### src/rtl/pci_ram_arbiter.sv
// pci_ram_arbiter: owns the IO RAM behind the PCI IO target and shares it
// between the PCI data-phase path and a local capture/config engine.
//
// Ports:
//   PCI_CLK, PCI_RSTn             clock (rising edge), async active-low reset
//   pci_req/we/addr/wdata         PCI-side request, held until pci_ack
//   pci_ack                       combinational accept for the PCI side
//   pci_rdata/pci_rvalid          registered PCI read data, 1-cycle latency
//   loc_req/we/addr/wdata         local-side request
//   loc_ack                       combinational accept for the local side
//   loc_rdata/loc_rvalid          registered local read data, 1-cycle latency
//   conflict_cnt                  cycles with both sides requesting
//
// Build option: define PCI_RAM_ARB_STATS_EN to build the saturating
// contention counter; otherwise conflict_cnt is tied to zero.

module pci_ram_arbiter #(
    parameter int AW          = 4,
    parameter int DW          = 32,
    parameter int MAX_PCI_RUN = 4
) (
    input  logic          PCI_CLK,
    input  logic          PCI_RSTn,

    input  logic          pci_req,
    input  logic          pci_we,
    input  logic [AW-1:0] pci_addr,
    input  logic [DW-1:0] pci_wdata,
    output logic          pci_ack,
    output logic [DW-1:0] pci_rdata,
    output logic          pci_rvalid,

    input  logic          loc_req,
    input  logic          loc_we,
    input  logic [AW-1:0] loc_addr,
    input  logic [DW-1:0] loc_wdata,
    output logic          loc_ack,
    output logic [DW-1:0] loc_rdata,
    output logic          loc_rvalid,

    output logic [15:0]   conflict_cnt
);

    localparam int         DEPTH   = 1 << AW;
    localparam logic [3:0] MAX_RUN = 4'(MAX_PCI_RUN);

    // Storage; deliberately not reset.
    logic [DW-1:0] mem_q [DEPTH];

    logic [3:0]    run_q,        run_d;
    logic [DW-1:0] pci_rdata_q,  pci_rdata_d;
    logic          pci_rvalid_q, pci_rvalid_d;
    logic [DW-1:0] loc_rdata_q,  loc_rdata_d;
    logic          loc_rvalid_q, loc_rvalid_d;

    logic          wr_en;
    logic [AW-1:0] acc_addr;
    logic [DW-1:0] wr_data;
    logic [DW-1:0] rd_word;

    // Grant: PCI wins contention until it has taken MAX_PCI_RUN slots in
    // a row while local waited. Acks are held low during reset so no
    // access (in particular no RAM write) can happen on a reset edge.
    always_comb begin
        pci_ack = 1'b0;
        loc_ack = 1'b0;
        if (PCI_RSTn) begin
            if (pci_req && (!loc_req || run_q < MAX_RUN)) begin
                pci_ack = 1'b1;
            end else if (loc_req) begin
                loc_ack = 1'b1;
            end
        end
    end

    // Run counter counts PCI wins only while local is actually waiting.
    always_comb begin
        run_d = run_q;
        if (loc_ack || !loc_req) begin
            run_d = 4'd0;
        end else if (pci_ack && run_q < MAX_RUN) begin
            run_d = run_q + 4'd1;
        end
    end

    // Single shared access port: only one side is granted per cycle.
    always_comb begin
        acc_addr = loc_addr;
        wr_data  = loc_wdata;
        wr_en    = loc_ack && loc_we;
        if (pci_ack) begin
            acc_addr = pci_addr;
            wr_data  = pci_wdata;
            wr_en    = pci_we;
        end
    end

    assign rd_word = mem_q[acc_addr];

    always_comb begin
        pci_rvalid_d = pci_ack && !pci_we;
        loc_rvalid_d = loc_ack && !loc_we;
        pci_rdata_d  = pci_rvalid_d ? rd_word : pci_rdata_q;
        loc_rdata_d  = loc_rvalid_d ? rd_word : loc_rdata_q;
    end

    always_ff @(posedge PCI_CLK) begin
        if (wr_en) begin
            mem_q[acc_addr] <= wr_data;
        end
    end

    always_ff @(posedge PCI_CLK or negedge PCI_RSTn) begin
        if (!PCI_RSTn) begin
            run_q        <= 4'd0;
            pci_rdata_q  <= '0;
            pci_rvalid_q <= 1'b0;
            loc_rdata_q  <= '0;
            loc_rvalid_q <= 1'b0;
        end else begin
            run_q        <= run_d;
            pci_rdata_q  <= pci_rdata_d;
            pci_rvalid_q <= pci_rvalid_d;
            loc_rdata_q  <= loc_rdata_d;
            loc_rvalid_q <= loc_rvalid_d;
        end
    end

    assign pci_rdata  = pci_rdata_q;
    assign pci_rvalid = pci_rvalid_q;
    assign loc_rdata  = loc_rdata_q;
    assign loc_rvalid = loc_rvalid_q;

`ifdef PCI_RAM_ARB_STATS_EN
    logic [15:0] conflict_q, conflict_d;

    always_comb begin
        conflict_d = conflict_q;
        if (pci_req && loc_req && conflict_q != 16'hFFFF) begin
            conflict_d = conflict_q + 16'd1;
        end
    end

    always_ff @(posedge PCI_CLK or negedge PCI_RSTn) begin
        if (!PCI_RSTn) begin
            conflict_q <= 16'd0;
        end else begin
            conflict_q <= conflict_d;
        end
    end

    assign conflict_cnt = conflict_q;
`else
    assign conflict_cnt = 16'h0000;
`endif

endmodule

### config.mk
export PLATFORM = sky130hd
export DESIGN_NAME = pci_ram_arbiter
export DESIGN_NICKNAME = d
export VERILOG_FILES = /design/src/rtl/pci_ram_arbiter.sv
export SDC_FILE = /design/constraint.sdc
export NUM_CORES = 1
export LEC_CHECK = 0
export CORE_ASPECT_RATIO = 1.75
export CORE_MARGIN = 5
export CORE_UTILIZATION = 45
export DETAILED_ROUTE_END_ITERATION = 10
export GPL_ROUTABILITY_DRIVEN = 0
export GPL_TIMING_DRIVEN = 0
export PLACE_DENSITY_LB_ADDON = 0.15
export SKIP_LAST_GASP = 1
export SYNTH_ARGS = -nofsm -noshare
export SYNTH_HDL_FRONTEND = slang
export SYNTH_SLANG_ARGS = --single-unit
### constraint.sdc
create_clock -name PCI_CLK -period 4.2 [get_ports PCI_CLK]
set_clock_uncertainty 0.05 [all_clocks]
set_input_delay 1.26 -clock PCI_CLK [delete_from_list [all_inputs] [get_ports PCI_CLK]]
set_output_delay 1.26 -clock PCI_CLK [all_outputs]
set_load 0.1 [all_outputs]
==> insert_results.sql <==
INSERT INTO impl_metrics (metric_group, metric, value, unit) VALUES
('global_routing', 'grt_max_degree', '23', ''),
('floorplanning', 'start_util', '0.453', ''),
('logic_synthesis', 'synth_most_common_cell', 'sky130_fd_sc_hd__edfxtp_1', ''),
('logic_synthesis', 'synth.area.top_cells', 'sky130_fd_sc_hd__edfxtp_1 56%, sky130_fd_sc_hd__a21boi_0 7.1%, sky130_fd_sc_hd__nand2_1 6.8%', ''),
('timing', 'slew-limit-headroom', '0.0734', ''),
('timing', 'timing.fmax', '235', 'MHz'),
('timing', 'timing.final.crit_share', '1.01', ''),
('timing', 'post-route-min-period', '4260', 'ps'),
('timing', 'number_of_max_slew_violations_in_the_final_report', '0', ''),
('final_layout', 'design.final.nets', '2548', ''),
('routing', 'final_antenna_net_count', '0', ''),
('global_routing', 'grt.met1_usage', '0.337', ''),
('clock_tree', 'cts_hold_fix_bufs', '0', ''),
('logic_synthesis', 'netlist.area_leader.share', '0.565', ''),
('critical_path', 'critPathKind', 'in2reg', ''),
('final_layout', 'syn_to_final_growth', '19.7', '%'),
('critical_path', 'worst-endpoint-required', '4640', 'ps'),
('routing', 'num_vias', '20400', ''),
('floorplanning', 'placementRows', '119', ''),
('logic_synthesis', 'sequential_share_of_the_synthesized_area', '0.629', ''),
('critical_path', 'crit-reg2reg-capture', 'mem_q[2][14]$_DFFE_PP_', ''),
('status', 'failed_checks', 'negative setup slack', ''),
('clock_tree', 'ctsHtreeMaxLevel', '2', ''),
('global_routing', 'met3_usage', '0.0423', ''),
('clock_tree', 'bufs_on_longest_clock_path', '3', ''),
('critical_path', 'worst_r2r_startpoint', 'run_q[3]$_DFFE_PN0P_', ''),
('routing', 'postRouteWirelength', '94500', 'um'),
('logic_synthesis', 'synth_cell_type_count', '37', ''),
('critical_path', 'critical_path_peak_fanout', '10', ''),
('routing', 'detail_route.wl_per_cell', '28.6', 'um'),
('routing', 'first_iter_violations', '1891', ''),
('clock_tree', 'clock_sink_count', '582', ''),
('power_and_ir_drop', 'peakVddDrop', '0.366', 'mV'),
('final_layout', 'nFillCells', '5070', ''),
('logic_synthesis', 'ys.warnings.count', '0', ''),
('logic_synthesis', 'synthesis.area', '27200', 'um^2'),
('power_and_ir_drop', 'static_leakage', '10.7', 'nW'),
('routing', 'vias_per_cell', '6.18', ''),
('floorplanning', 'io_pins', '162', ''),
('timing', 'tightestPinTransition', '1350', 'ps'),
('floorplanning', 'core_region_area', '60200', 'um^2'),
('job', 'max_cap_violations', '0', ''),
('logic_synthesis', 'synthesis.instances', '2219', ''),
('floorplanning', 'die_height', '335', 'um'),
('critical_path', 'worst_ep_arrival_time', '4690', 'ps'),
('timing', 'hold_viol', '0', ''),
('clock_tree', 'clock_tree_from_tritoncts', 'yes', ''),
('logic_synthesis', 'syn_area_per_cell', '12.3', 'um^2'),
('logic_synthesis', 'synth_edf_count', '512', ''),
('critical_path', 'regToRegSetupSlack', '490', 'ps'),
('floorplanning', 'dieWidth', '196', 'um'),
('place', 'port-buffer-count', '145', ''),
('logic_synthesis', 'count_of_state_elements_after_synthesis', '582', ''),
('global_routing', 'grt_pass1_wl', '137000', 'um'),
('timing', 'setup_violations', '8', ''),
('clock_tree', 'clk-insertion-delay-late', '610', 'ps'),
('final_layout', 'stdcell_count', '3302', ''),
('hold_path', 'holdCritPathClass', 'in2async', ''),
('critical_path', 'crit_start_category', 'input port', ''),
('critical_path', 'ff2ff_path_depth', '9', ''),
('global_routing', 'grt_pass1_vias', '20300', ''),
('status', 'outcome', 'finished, violations left', ''),
('clock_tree', 'clk_root_buffer_cell', 'sky130_fd_sc_hd__clkbuf_16', ''),
('clock_tree', 'cts_buf_count', '54', ''),
('global_routing', 'grt_remaining_overflow', '0', ''),
('final_layout', 'share_of_final_layout_standard_cells_stronger_than_drive_strength_1', '0.112', ''),
('logic_synthesis', 'ys_async_sr_fraction', '0.120', ''),
('logic_synthesis', 'netlist_top_cells_count', '512 x sky130_fd_sc_hd__edfxtp_1, 492 x sky130_fd_sc_hd__nand2_1, 258 x sky130_fd_sc_hd__a21boi_0', ''),
('timing', 'pnr_worst_setup_slack', '-56.5', 'ps'),
('power_and_ir_drop', 'pwr_density_cell', '457', 'nW/um^2'),
('place', 'hpwlAfterDp', '65500', 'um');
-- per-layer routing --
metal | up-vias | wire length (um)
li1 | 8869 | -
met1 | 10100 | 34100
met2 | 1145 | 47100
met3 | 263 | 7290
met4 | 0 | 6050
met5 | - | 0
-- worst max-delay path, cell delays in order --
cell	delay [ps]
sky130_fd_sc_hd__dlygate4sd2_1	430
sky130_fd_sc_hd__nand2_1	170
sky130_fd_sc_hd__clkbuf_1	520
sky130_fd_sc_hd__clkbuf_1	400
sky130_fd_sc_hd__o211ai_1	230
sky130_fd_sc_hd__o21ai_0	290
sky130_fd_sc_hd__o41ai_1	740
sky130_fd_sc_hd__o2111ai_1	310
sky130_fd_sc_hd__mux2_2	330
-- area by class of cell --
| type | count | area [um^2] | area share |
|---|---|---|---|
| plain buffers | 212 | 1020 | 0.0314 |
| multi-input cells | 1436 | 9470 | 0.290 |
| flip-flops and latches | 582 | 17100 | 0.525 |
| clock buffers | 75 | 1610 | 0.0493 |
| diodes | 2 | 5.00 | 0.000154 |
| clock inverters | 26 | 234 | 0.00718 |
| inverters | 3 | 16.3 | 0.000499 |
| well taps | 786 | 983 | 0.0302 |
| repair buffers | 180 | 2140 | 0.0655 |
-- cells in the final DEF (no fill, tap or decap), types with 5 or more instances in the layout --
cell	instances
sky130_fd_sc_hd__nor4_1	31
sky130_fd_sc_hd__buf_2	7
sky130_fd_sc_hd__buf_12	17
sky130_fd_sc_hd__o2111ai_1	32
sky130_fd_sc_hd__clkbuf_1	164
sky130_fd_sc_hd__nor2_4	16
sky130_fd_sc_hd__conb_1	16
sky130_fd_sc_hd__dfrtp_1	70
sky130_fd_sc_hd__clkbuf_2	8
sky130_fd_sc_hd__a21boi_0	258
sky130_fd_sc_hd__buf_8	5
sky130_fd_sc_hd__clkdlybuf4s50_1	140
sky130_fd_sc_hd__mux2i_1	132
sky130_fd_sc_hd__buf_6	6
sky130_fd_sc_hd__clkinv_2	13
sky130_fd_sc_hd__nor2_1	6
sky130_fd_sc_hd__o41ai_1	78
sky130_fd_sc_hd__clkinv_1	5
sky130_fd_sc_hd__buf_1	8
sky130_fd_sc_hd__clkbuf_16	60
sky130_fd_sc_hd__mux2_2	67
sky130_fd_sc_hd__edfxtp_1	512
sky130_fd_sc_hd__o41ai_2	16
sky130_fd_sc_hd__nor2b_1	6
sky130_fd_sc_hd__o21ai_0	126
sky130_fd_sc_hd__buf_16	7
sky130_fd_sc_hd__buf_4	30
sky130_fd_sc_hd__nand2_1	492
sky130_fd_sc_hd__clkbuf_8	8
sky130_fd_sc_hd__o211ai_1	128
-- registers in the layout, summed over array words and instances, names as in the netlist --
register    cells
loc_rdata      32
mem_q         512
pci_rvalid      1
loc_rvalid      1
pci_rdata      32
run_q           4
-- kinds of logic after synthesis --
logic type               Yosys count  synth area share
AO/OA/AOI/OAI                    652             0.174
adder cells (fa/ha/maj)            1          0.000459
buffers and inverters            216            0.0370
flip-flops                       582             0.629
multiplexers                     199            0.0762
other                              1          0.000138
AND/OR/NAND/NOR                  568            0.0832
-- worst max path at each step --
stage               slack, ps                   endpoint  cells past startpoint   startpoint
floorplan                -330      mem_q[3][0]$_DFFE_PP_                      5     PCI_RSTn
global placement        -6360     mem_q[3][14]$_DFFE_PP_                     10     PCI_RSTn
detailed placement      -2580                    pci_ack                     11     PCI_RSTn
CTS                      -210                    pci_ack                     10     PCI_RSTn
global route              -10     mem_q[13][5]$_DFFE_PP_                      7  pci_addr[0]
finish                    -60  pci_rdata[16]$_DFFE_PN0P_                      9      pci_req
-- what timing repair did --
item / 4_1_cts / 5_1_grt
buffers inserted: 4 / 10
pin swaps: 4 / 4
gates cloned: 3 / 1
hold endpoints to repair: 0 / 0
resized for setup: 47 / 24
setup endpoints to repair: 1090 / 316
-- stage by stage --
stage	instance area, um^2	utilization	power, mW	worst slack, ps	hold WS, ps
finish	32600	0.542	14.9	-56.5	417
global route	32600	0.542	15.3	-11.3	404
CTS	32400	0.539	14.9	-205	420
detailed placement	30200	0.503	9.83	-2580	445
global placement	29700	0.494	9.78	-6360	440
floorplan	27300	-	8.85	-325	475
-- report_power, final --
group	leakage, nW	switching, mW	internal (mW)	total, mW
Sequential	5.52	0.0980	6.56	6.65
Combinational	4.30	2.34	0.756	3.10
Clock	0.904	2.22	2.91	5.14
Total	10.7	4.66	10.2	14.9
No activity file was read; power rests on OpenSTA's default activity.
